$ cat src/rtl/sb_deserializer_fifo.sv
// Sideband deserializer: packs a LANES-wide serial stream (LSB first) into WIDTH-bit
// packets and queues them in a DEPTH-entry ready/valid FIFO. All state moves on the falling edge.
module sb_deserializer_fifo #(
  parameter  int WIDTH = 128,
  parameter  int LANES = 1,
  parameter  int DEPTH = 2,
  localparam int BEATS = WIDTH / LANES,
  localparam int CW    = (BEATS > 1) ? $clog2(BEATS) : 1,
  localparam int LW    = $clog2(DEPTH + 1),
  localparam int PW    = (DEPTH > 1) ? $clog2(DEPTH) : 1
) (
  input  logic             clk,
  input  logic             rst,
  input  logic [LANES-1:0] in_data,
  input  logic             in_valid,
  input  logic             in_abort,
  output logic [WIDTH-1:0] out_data,
  output logic             out_valid,
  input  logic             out_ready,
  output logic [LW-1:0]    level,
  output logic             busy,
  output logic             overflow,
  input  logic             clear_overflow
);

  logic [CW-1:0]    cnt_q, cnt_d;
  logic [WIDTH-1:0] asm_q, asm_d;
  logic [WIDTH-1:0] mem_q [DEPTH];
  logic [WIDTH-1:0] mem_d [DEPTH];
  logic [PW-1:0]    wr_ptr_q, wr_ptr_d;
  logic [PW-1:0]    rd_ptr_q, rd_ptr_d;
  logic [LW-1:0]    level_q, level_d;
  logic [WIDTH-1:0] out_data_q, out_data_d;
  logic             out_valid_q, out_valid_d;
  logic             busy_q, busy_d;
  logic             overflow_q, overflow_d;

  logic push;
  logic pop;
  logic full;
  logic push_ok;
  logic drop;

  // Beat assembly: abort wins over a valid beat, and a completed packet is offered as push.
  always_comb begin
    asm_d = asm_q;
    cnt_d = cnt_q;
    push  = 1'b0;
    if (in_abort) begin
      cnt_d = '0;
    end else if (in_valid) begin
      asm_d[int'(cnt_q) * LANES +: LANES] = in_data;
      if (cnt_q == CW'(BEATS - 1)) begin
        cnt_d = '0;
        push  = 1'b1;
      end else begin
        cnt_d = cnt_q + CW'(1);
      end
    end else begin
      cnt_d = cnt_q;
    end
  end

  // FIFO bookkeeping; a push at full is still taken when the head leaves on the same edge.
  always_comb begin
    pop     = out_valid_q & out_ready;
    full    = (level_q == LW'(DEPTH));
    push_ok = push & (~full | pop);
    drop    = push & full & ~pop;

    mem_d = mem_q;
    if (push_ok) begin
      mem_d[wr_ptr_q] = asm_d;
      wr_ptr_d        = wr_ptr_q + PW'(1);
    end else begin
      wr_ptr_d = wr_ptr_q;
    end

    if (pop) begin
      rd_ptr_d = rd_ptr_q + PW'(1);
    end else begin
      rd_ptr_d = rd_ptr_q;
    end

    case ({push_ok, pop})
      2'b10:   level_d = level_q + LW'(1);
      2'b01:   level_d = level_q - LW'(1);
      default: level_d = level_q;
    endcase

    if (drop) begin
      overflow_d = 1'b1;
    end else if (clear_overflow) begin
      overflow_d = 1'b0;
    end else begin
      overflow_d = overflow_q;
    end

    // Head register follows the next read pointer, so it only moves on a pop or a push into empty.
    out_data_d  = mem_d[rd_ptr_d];
    out_valid_d = (level_d != '0);
    busy_d      = (cnt_d != '0);
  end

  // State registers, cleared asynchronously.
  always_ff @(negedge clk or posedge rst) begin
    if (rst) begin
      cnt_q       <= '0;
      asm_q       <= '0;
      wr_ptr_q    <= '0;
      rd_ptr_q    <= '0;
      level_q     <= '0;
      out_data_q  <= '0;
      out_valid_q <= 1'b0;
      busy_q      <= 1'b0;
      overflow_q  <= 1'b0;
      for (int i = 0; i < DEPTH; i++) begin
        mem_q[i] <= '0;
      end
    end else begin
      cnt_q       <= cnt_d;
      asm_q       <= asm_d;
      wr_ptr_q    <= wr_ptr_d;
      rd_ptr_q    <= rd_ptr_d;
      level_q     <= level_d;
      out_data_q  <= out_data_d;
      out_valid_q <= out_valid_d;
      busy_q      <= busy_d;
      overflow_q  <= overflow_d;
      for (int i = 0; i < DEPTH; i++) begin
        mem_q[i] <= mem_d[i];
      end
    end
  end

  assign out_data  = out_data_q;
  assign out_valid = out_valid_q;
  assign level     = level_q;
  assign busy      = busy_q;
  assign overflow  = overflow_q;

endmodule

$ cat config.mk
export PLATFORM = sky130hd
export DESIGN_NAME = sb_deserializer_fifo
export DESIGN_NICKNAME = d
export VERILOG_FILES = /design/src/rtl/sb_deserializer_fifo.sv
export SDC_FILE = /design/constraint.sdc
export NUM_CORES = 1
export LEC_CHECK = 0
export CORE_ASPECT_RATIO = 2
export CORE_MARGIN = 1
export CORE_UTILIZATION = 55
export DETAILED_ROUTE_END_ITERATION = 8
export MAX_ROUTING_LAYER = met4
export PLACE_DENSITY_LB_ADDON = 0.08
export SLEW_MARGIN = 30
export SYNTH_ARGS = -nofsm -noshare
export SYNTH_HDL_FRONTEND = slang
export SYNTH_SLANG_ARGS = --single-unit
$ cat constraint.sdc
create_clock -name clk -period 20.8 [get_ports clk]
set_input_delay 4.16 -clock clk [delete_from_list [all_inputs] [get_ports clk]]
set_output_delay 4.16 -clock clk [all_outputs]
set_load 0.02 [all_outputs]
==> metrics <==
status finished clean; synthesized flop and latch total 526; H-tree depth 2; largest area contributor in the netlist dfrtn_1; DRT antenna net count 0; Final Cell Area 0.0280 mm^2; layout cells sized above 1 6.54%; total number of vias 20700; port bufs 139; CTS root buf clkbuf_16; Die X 151 um; Syn Nets 2619; Final Max Slew Viols 0; Max Cap Viol 0; peak supply drop 0.0684 mV; Crit path required time 10.78 ns; DR pass1 iterations 5; final setup margin 2.95 ns; multi-input logic area 0.0102 mm^2; clock tree buffer depth 3; HP Class reg -> reg; total track usage 37.1%; Std-Cell Rows 109; post-CTS setup buffer count 0; vias in the first global route 20900; grt total ovfl 0; initial antenna violation count 0; TritonCTS clock tree done; most frequent cells in the layout dfrtn_1, nand2_1, o21ai_0; die area 0.0455 mm^2; pin count of the biggest net entering global routing 173; I/O pin total 140; synthesized instance count 2608; WL/cell 24.6 um; Area Growth Syn to Fin 14.3%; Clk Latency, worst-skew pair 0.58 ns; Most used DFF post-synth dfrtn_1; distinct cell type count after synthesis 74; Worst Tran Pin Value 1.02 ns; worst-path fanout max 45; Worst setup SP type input pin; Yosys Warn Count 0; EDFF count, synth 0; Slew headroom 31.5%; Clock transition at path regs 0.05 ns; Synth top area share 53.7%; post-cts gate resize count 0; Residual DRC 0; Antenna diodes 0; P_leak 0.0131 uW; Worst Path Arrival 7.83 ns; pre-CTS WS 2.45 ns; # setup viols final 0; RSZ-0062 raised after global routing no; # fillers 3669; GPL Wtd Cong 1.02; nets@finish 2662; final wirelength 79800 um; sequential area share after synthesis 53.7%; vias per inst 6.38; CTS buffer count 48; Worst Clk Skew 0.0158 ns; Placeable Area 0.0441 mm^2; Fin. Hold Viols 0; Setup CP Type in -> reg; placed cell area 0.0264 mm^2; post-synthesis async set-or-reset flop share 100%; worst hold margin 0.427 ns; Avg Inst Size Synth 9.40 um^2; Iter 0 DRT Violations 1487; power per cell area 71.3 mW/mm^2; main area contributors after synthesis dfrtn_1, nand2_1, mux2i_1, o21ai_0, o221ai_1; DP Wirelength 49900 um; Initial Util 55.7%; Synth Cell Area 0.0245 mm^2; CTS Sinks 526; Reg area 0.0132 mm^2; hold_buf cts 0; most common cell after layout, fill and taps aside dfrtn_1; Die Span Y 301 um; Setup crit end kind flip-flop; first-pass GRT wire length 123000 um
report_power, final:
group | internal, uW | switching [uW] | leakage [uW]
combinational | 14.3 | 61.4 | 0.00497
sequential | 1030 | 1.67 | 0.00735
clock | 493 | 399 | 0.000765
routing by layer:
metal | GRT usage, % | routed length (um)
met3 | 4.91 | 4990
met1 | 44.5 | 30300
met5 | - | 0
met2 | 58.8 | 39200
met4 | 23.2 | 5260
sequential cells by signal (all words and copies together) (netlist names):
signal / flops
asm_q: 128
busy: 1
cnt_q: 7
level: 2
mem_q: 256
out_data: 128
out_valid: 1
overflow: 1
rd_ptr_q: 1
wr_ptr_q: 1
synthesized netlist by cell type, drive strengths merged (6+ instances only):
cell type	n
mux2i	149
a22oi	51
dfrtn	526
o22ai	10
or3	6
clkbuf	172
nand3	21
or2	6
inv	127
o31a	6
o211ai	97
o21ai	290
nor4	8
a221oi	6
o211a	15
xnor2	6
nor2	163
nor3	50
buf	26
o21a	13
o221ai	100
a21oi	131
and2	8
nand2	496
nand2b	13
a211oi	13
o31ai	9
a31oi	9
kinds of logic after synthesis:
family / count (synthesis) / synth area share, %
buffers and inverters: 328 / 5.10
DFF: 526 / 53.7
adders and majority gates: 4 / 0.204
xor gates and xnor gates: 11 / 0.393
AOI/OAI and AO/OA: 788 / 20.8
muxes: 151 / 6.17
and+or+nand+nor: 800 / 13.6
worst paths after layout:
path,start,endpoint,slack [ns],cells past startpoint
worst min register to register,mem_q[232],mem_q[232],0.43,2
worst max-delay path,in_valid,out_data[118],2.95,11
min in group asynchronous,rst,asm_q[12],14.26,2
worst min-delay path,mem_q[232],mem_q[232],0.43,2
worst max register to register,cnt_q[0],out_data[86],15.69,10
max in group asynchronous,rst,asm_q[105],4.56,4
worst max-delay path: stages:
cell	delay [ns]
clkdlybuf4s50_1	0.75
nand3_1	0.20
nor3_1	0.23
and2_4	0.57
inv_2	0.08
buf_4	0.38
nor2_4	0.60
buf_4	0.46
a211oi_1	0.13
a21oi_1	0.14
a31oi_1	0.06
cell type report:
| class | count | share of cell area (%) |
|---|---|---|
| clock buffers | 70 | 4.83 |
| clock inverters | 19 | 0.696 |
| inverters | 130 | 1.78 |
| multi-input cells | 1754 | 36.5 |
| flip-flops and latches | 526 | 46.9 |
| well taps | 555 | 2.48 |
| repair buffers | 191 | 6.82 |
through the flow:
stage | std cells | power, uW | utilization (%) | TNS [ns]
after floorplan | 2608 | 1090 | - | -355.67
after global placement | 3153 | 1120 | 59.9 | 0
after detailed placement | 3153 | 1120 | 60.0 | 0
after CTS | 3242 | 2010 | 63.5 | 0
after global routing | 3245 | 2050 | 63.7 | 0
final | 3245 | 2000 | 63.7 | 0
Note: power is estimated with default switching activity, not from simulation.
